### config.mk
export PLATFORM = sky130hd
export DESIGN_NAME = flag_generator
export DESIGN_NICKNAME = d
export VERILOG_FILES = /design/src/rtl/alu_pkg.sv /design/src/rtl/flag_add_slice.sv /design/src/rtl/flag_generator.sv
export SDC_FILE = /design/constraint.sdc
export NUM_CORES = 1
export LEC_CHECK = 0
export CAP_MARGIN = 20
export CORE_MARGIN = 1
export CORE_UTILIZATION = 60
export CTS_CLUSTER_DIAMETER = 100
export DETAILED_ROUTE_END_ITERATION = 10
export DONT_BUFFER_PORTS = 1
export GPL_TIMING_DRIVEN = 0
export PLACE_DENSITY = 0.76
export SYNTH_ARGS = -nofsm -noshare
export SYNTH_HDL_FRONTEND = slang
export SYNTH_SLANG_ARGS = --single-unit
### constraint.sdc
create_clock -name clk -period 6.9 [get_ports clk]
set_input_delay 0.69 -clock clk [delete_from_list [all_inputs] [get_ports clk]]
set_output_delay 0.69 -clock clk [all_outputs]
set_load 0.02 [all_outputs]
### src/rtl/alu_pkg.sv
// rtl/alu_pkg.sv - shared ALU types: FSM states, default widths, condition-flag bundle
package alu_pkg;

    localparam int ALU_WIDTH = 32;
    localparam int ALU_CHUNK = 8;

    typedef enum logic [1:0] {
        IDLE = 2'd0,
        CALC = 2'd1,
        DONE = 2'd2
    } alu_state_e;

    typedef struct packed {
        logic n;
        logic v;
        logic c;
        logic z;
    } alu_flags_t;

endpackage

### src/rtl/flag_add_slice.sv
// rtl/flag_add_slice.sv - combinational CHUNK-bit ripple adder slice
module flag_add_slice #(
    parameter int CHUNK = 8
) (
    input  logic [CHUNK-1:0] a,
    input  logic [CHUNK-1:0] b,
    input  logic             cin,
    output logic [CHUNK-1:0] sum,
    output logic             cout,
    output logic             c_msb
);

    logic [CHUNK:0] carry;

    assign carry[0] = cin;

    for (genvar i = 0; i < CHUNK; i++) begin : g_bit
        assign sum[i]       = a[i] ^ b[i] ^ carry[i];
        assign carry[i + 1] = (a[i] & b[i]) | (carry[i] & (a[i] ^ b[i]));
    end

    // carry into the slice MSB feeds the signed-overflow flag on the top chunk
    assign c_msb = carry[CHUNK-1];
    assign cout  = carry[CHUNK];

endmodule

### src/rtl/flag_generator.sv
// rtl/flag_generator.sv - multi-cycle add/sub producing N/V/C/Z flags, CHUNK bits per cycle
module flag_generator
    import alu_pkg::*;
#(
    parameter int WIDTH = ALU_WIDTH,
    parameter int CHUNK = ALU_CHUNK
) (
    input  logic             clk,
    input  logic             reset,
    input  logic             in_valid,
    output logic             in_ready,
    input  logic [WIDTH-1:0] A,
    input  logic [WIDTH-1:0] B,
    input  logic             sub,
    output logic             out_valid,
    input  logic             out_ready,
    output logic [WIDTH-1:0] Result,
    output logic             FlagN,
    output logic             FlagV,
    output logic             FlagC,
    output logic             FlagZ
);

    localparam int NCHUNK = WIDTH / CHUNK;
    localparam int IDX_W  = (NCHUNK > 1) ? $clog2(NCHUNK) : 1;
    localparam logic [IDX_W-1:0] LAST_IDX = IDX_W'(NCHUNK - 1);

    if (WIDTH % CHUNK != 0) begin : g_bad_chunk
        $error("flag_generator: WIDTH must be a multiple of CHUNK");
    end

    alu_state_e       state_q, state_d;
    logic [WIDTH-1:0] a_q, a_d;
    logic [WIDTH-1:0] b_q, b_d;
    logic             carry_q, carry_d;
    logic [IDX_W-1:0] idx_q, idx_d;
    logic [WIDTH-1:0] result_q, result_d;
    alu_flags_t       flags_q, flags_d;

    logic [CHUNK-1:0] slice_a, slice_b, slice_sum;
    logic             slice_cout, slice_c_msb;

    assign slice_a = a_q[idx_q * CHUNK +: CHUNK];
    assign slice_b = b_q[idx_q * CHUNK +: CHUNK];

    flag_add_slice #(.CHUNK(CHUNK)) u_slice (
        .a     (slice_a),
        .b     (slice_b),
        .cin   (carry_q),
        .sum   (slice_sum),
        .cout  (slice_cout),
        .c_msb (slice_c_msb)
    );

    always_comb begin
        state_d  = state_q;
        a_d      = a_q;
        b_d      = b_q;
        carry_d  = carry_q;
        idx_d    = idx_q;
        result_d = result_q;
        flags_d  = flags_q;
        case (state_q)
            IDLE: begin
                if (in_valid) begin
                    // subtraction reuses the adder: A + ~B + 1
                    a_d     = A;
                    b_d     = sub ? ~B : B;
                    carry_d = sub;
                    idx_d   = '0;
                    state_d = CALC;
                end
            end
            CALC: begin
                result_d[idx_q * CHUNK +: CHUNK] = slice_sum;
                carry_d = slice_cout;
                idx_d   = idx_q + IDX_W'(1);
                if (idx_q == LAST_IDX) begin
                    flags_d.n = result_d[WIDTH-1];
                    flags_d.c = slice_cout;
                    flags_d.v = slice_c_msb ^ slice_cout;
                    flags_d.z = ~|result_d;
                    state_d   = DONE;
                end
            end
            DONE: begin
                if (out_ready) begin
                    state_d = IDLE;
                end
            end
            default: state_d = IDLE;
        endcase
    end

    always_ff @(posedge clk or posedge reset) begin
        if (reset) begin
            state_q  <= IDLE;
            a_q      <= '0;
            b_q      <= '0;
            carry_q  <= 1'b0;
            idx_q    <= '0;
            result_q <= '0;
            flags_q  <= '0;
        end else begin
            state_q  <= state_d;
            a_q      <= a_d;
            b_q      <= b_d;
            carry_q  <= carry_d;
            idx_q    <= idx_d;
            result_q <= result_d;
            flags_q  <= flags_d;
        end
    end

    assign in_ready  = (state_q == IDLE);
    assign out_valid = (state_q == DONE);
    assign Result    = result_q;
    assign FlagN     = flags_q.n;
    assign FlagV     = flags_q.v;
    assign FlagC     = flags_q.c;
    assign FlagZ     = flags_q.z;

endmodule

==> impl_metrics.py <==
metrics = {
    "global_routing": {
        "use_met2_pct": 49.3,
        "antenna_found_initial": 0,
        "grt_max_degree": 72,
        "top_usage_layer": "met2",
        "grt_util_all_layers_pct": 29.4,
        "grt_pass1_vias": 3935,
        "grtUsageMet3_pct": 6.23,
        "grt_pass1_wl_um": 19200,
        "grt_overflow": 0,
        "grt_use_met1_pct": 36.9,
    },
    "synth": {
        "synthArstFlopShare_pct": 100,
        "seq_area_frac_synth_pct": 52.0,
        "synth_cell_types": 34,
        "yosysTopAreaCell": "dfrtp_1",
        "yosysWarningCount": 0,
        "avgSynthCellArea_um2": 9.84,
        "netlist_instances": 514,
        "syn_area_um2": 5060,
        "yosys-top-cells-area": "dfrtp_1 52%, nand2_1 13%, mux4_2 7.1%, xnor2_1 5.7%, o21ai_0 4.6%",
        "synthFlopType": "dfrtp_1",
        "synth_edf_count": 0,
        "synth-seq-cells": 105,
        "synth_nets": 597,
        "synth.top_cell.area_share_pct": 52.0,
    },
    "detailed_routing": {
        "routed_wl_um": 11900,
        "post_drt_wl_per_cell_um": 18.7,
        "route.detailed.drc": 0,
        "drtAntennaViolNets": 0,
        "avgViaCountPerCell": 5.94,
        "drt_iter0_drc": 249,
        "via_count": 3781,
        "firstDrtPassIters": 5,
    },
    "setup_path": {
        "critPathCaptureType": "flop",
        "r2r_slack_ps": 1270,
        "worstSetupStartpointType": "flop",
        "cp_data_required_time_ps": 7210,
        "crit_type": "reg -> reg",
        "cp.arrival_ps": 5940,
        "cp_max_fo": 10,
    },
    "pwr": {
        "peakVddDrop_v": 0.000270,
        "p_per_area_nw_per_um2": 581,
        "power_uw": 3140,
        "power_leakage_uw": 0.00248,
    },
    "clock_network": {
        "cts_root_buffer": "clkbuf_8",
        "holdBufCountCts": 0,
        "cts_inserted_buffers": 9,
        "clock_path_buffers": 2,
        "cts.repair.resized": 0,
        "cts.sinks": 105,
        "cts_tree": "built",
        "cts_setup_buffers": 0,
        "clk_pin_slew_ps": 100,
        "htreeDepth": 3,
        "insertion_delay_ps": 370,
    },
    "timing": {
        "fin_crit_ps": 5630,
        "drv_slew": 0,
        "finalHoldViolations": 0,
        "rsz0062_at_grt": "false",
        "finalSetupViolations": 0,
        "tightest_slew_ps": 568,
        "max_freq_mhz": 178,
        "fin_hold_ws_ps": 185,
        "min_period_over_period_pct": 81.6,
        "max-slew-margin-rel_pct": 62.0,
        "tns_ps": 0,
        "skew_ps": 12.1,
    },
    "placed_design": {
        "io_buffers": 0,
        "hpwl_um": 8710,
        "place_congestion": 0.863,
    },
    "cells_and_area": {
        "drive_gt1_share_pct": 9.04,
        "antenna_cells": 0,
        "mostFrequentLayoutCell": "nand2_1",
        "fillers": 683,
        "final_cell_mix": "171 x nand2_1, 105 x dfrtp_1, 46 x o21ai_0",
        "area_growth_pct": 6.75,
        "final_nets": 609,
    },
    "die": {
        "ioPinCount": 107,
        "dieWidth_um": 93.8,
        "core-area_um2": 8180,
        "die_area_um2": 8800,
        "num_rows": 33,
        "fp.dieH_um": 93.8,
        "start_util_pct": 61.9,
    },
    "flow_run": {
        "maxCapViolCount": 0,
    },
    "hold_path": {
        "worstHoldPathType": "in -> async",
    },
    "outcome": {
        "outcome": "finished clean",
    },
}
final cells by class:
cell class | count | area (um2) | area share [%]
sequential | 105 | 2630 | 48.7
multi-input combinational | 360 | 2220 | 41.2
clock buffer | 11 | 141 | 2.62
tap | 105 | 131 | 2.43
buffer | 25 | 118 | 2.18
inverter | 24 | 92.6 | 1.71
clock inverter | 5 | 38.8 | 0.718
timing repair buffer | 1 | 27.5 | 0.510
flip-flops by register name (all words and copies together) (netlist names):
| register | cells |
|---|---|
| a_q | 32 |
| carry_q | 1 |
| FlagV | 1 |
| idx_q | 2 |
| state_q | 2 |
| FlagZ | 1 |
| b_q | 32 |
| FlagC | 1 |
| Result | 32 |
| FlagN | 1 |
where the power goes:
part / internal (uW) / leakage (uW) / switching [uW]
logic: 597 / 0.00104 / 1020
registers: 883 / 0.00135 / 272
clock network: 144 / 0.0000903 / 217
metrics by stage:
step | area (um2) | std cells | setup slack (ps) | utilization, %
after floorplan | 5060 | 514 | 2000 | -
after global placement | 5190 | 619 | 1540 | 63.5
after detailed placement | 5220 | 620 | 1410 | 63.8
after CTS | 5400 | 636 | 1390 | 66.0
after global routing | 5400 | 636 | 992 | 66.0
final | 5400 | 636 | 1270 | 66.0
cells by family after synthesis:
group / after synthesis / synth area share [%]
adders and majority gates: 14 / 4.65
buffers and inverters: 49 / 4.11
xor gates and xnor gates: 33 / 5.72
DFF: 105 / 52.0
muxes: 17 / 7.32
and+or+nand+nor: 210 / 17.2
AOI/OAI and AO/OA: 86 / 9.03
routing by layer:
| layer | share of wire [%] | routed length (um) |
|---|---|---|
| met5 | 0 | 0 |
| met4 | 2.5 | 302 |
| met3 | 7.0 | 837 |
| met2 | 50 | 5990 |
| met1 | 40 | 4790 |
worst paths after layout:
kind / start / endpoint / cells past startpoint
setup reg to reg: idx_q[1]$_DFFE_PP0P_ / FlagZ$_DFFE_PP0P_ / 18
max in group asynchronous: reset / b_q[22]$_DFFE_PP0P_ / 2
hold / removal: reset / FlagN$_DFFE_PP0P_ / 1
min in group clk: out_ready / state_q[1]$_DFFE_PP0P_ / 1
setup / recovery: idx_q[1]$_DFFE_PP0P_ / FlagZ$_DFFE_PP0P_ / 18
hold reg to reg: a_q[27]$_DFFE_PP0P_ / a_q[27]$_DFFE_PP0P_ / 2
critical path, cell delays in order (launching register included):
cell and delay, ps:
dfrtp_1 420, buf_2 280, buf_2 330, mux4_2 260, inv_1 50, fa_1 370, fa_1 400, fa_1 400
fa_1 390, fa_1 370, inv_1 90, fa_1 170, inv_1 70, fa_1 430, fa_1 630, nand4_1 140
a221oi_1 410, o2111ai_1 210, o21ai_1 150
Yosys cell counts (4+ instances only):
| cell | number |
|---|---|
| a21oi_1 | 7 |
| mux4_2 | 16 |
| buf_2 | 10 |
| clkbuf_1 | 13 |
| inv_1 | 24 |
| nand2b_1 | 4 |
| nor4_1 | 4 |
| o21ai_1 | 25 |
| nor2_1 | 8 |
| nand2_1 | 171 |
| ha_1 | 6 |
| nor3_1 | 4 |
| xnor2_1 | 33 |
| dfrtp_1 | 105 |
| o21ai_0 | 46 |
| fa_1 | 8 |
(Power assumes the default switching activity.)
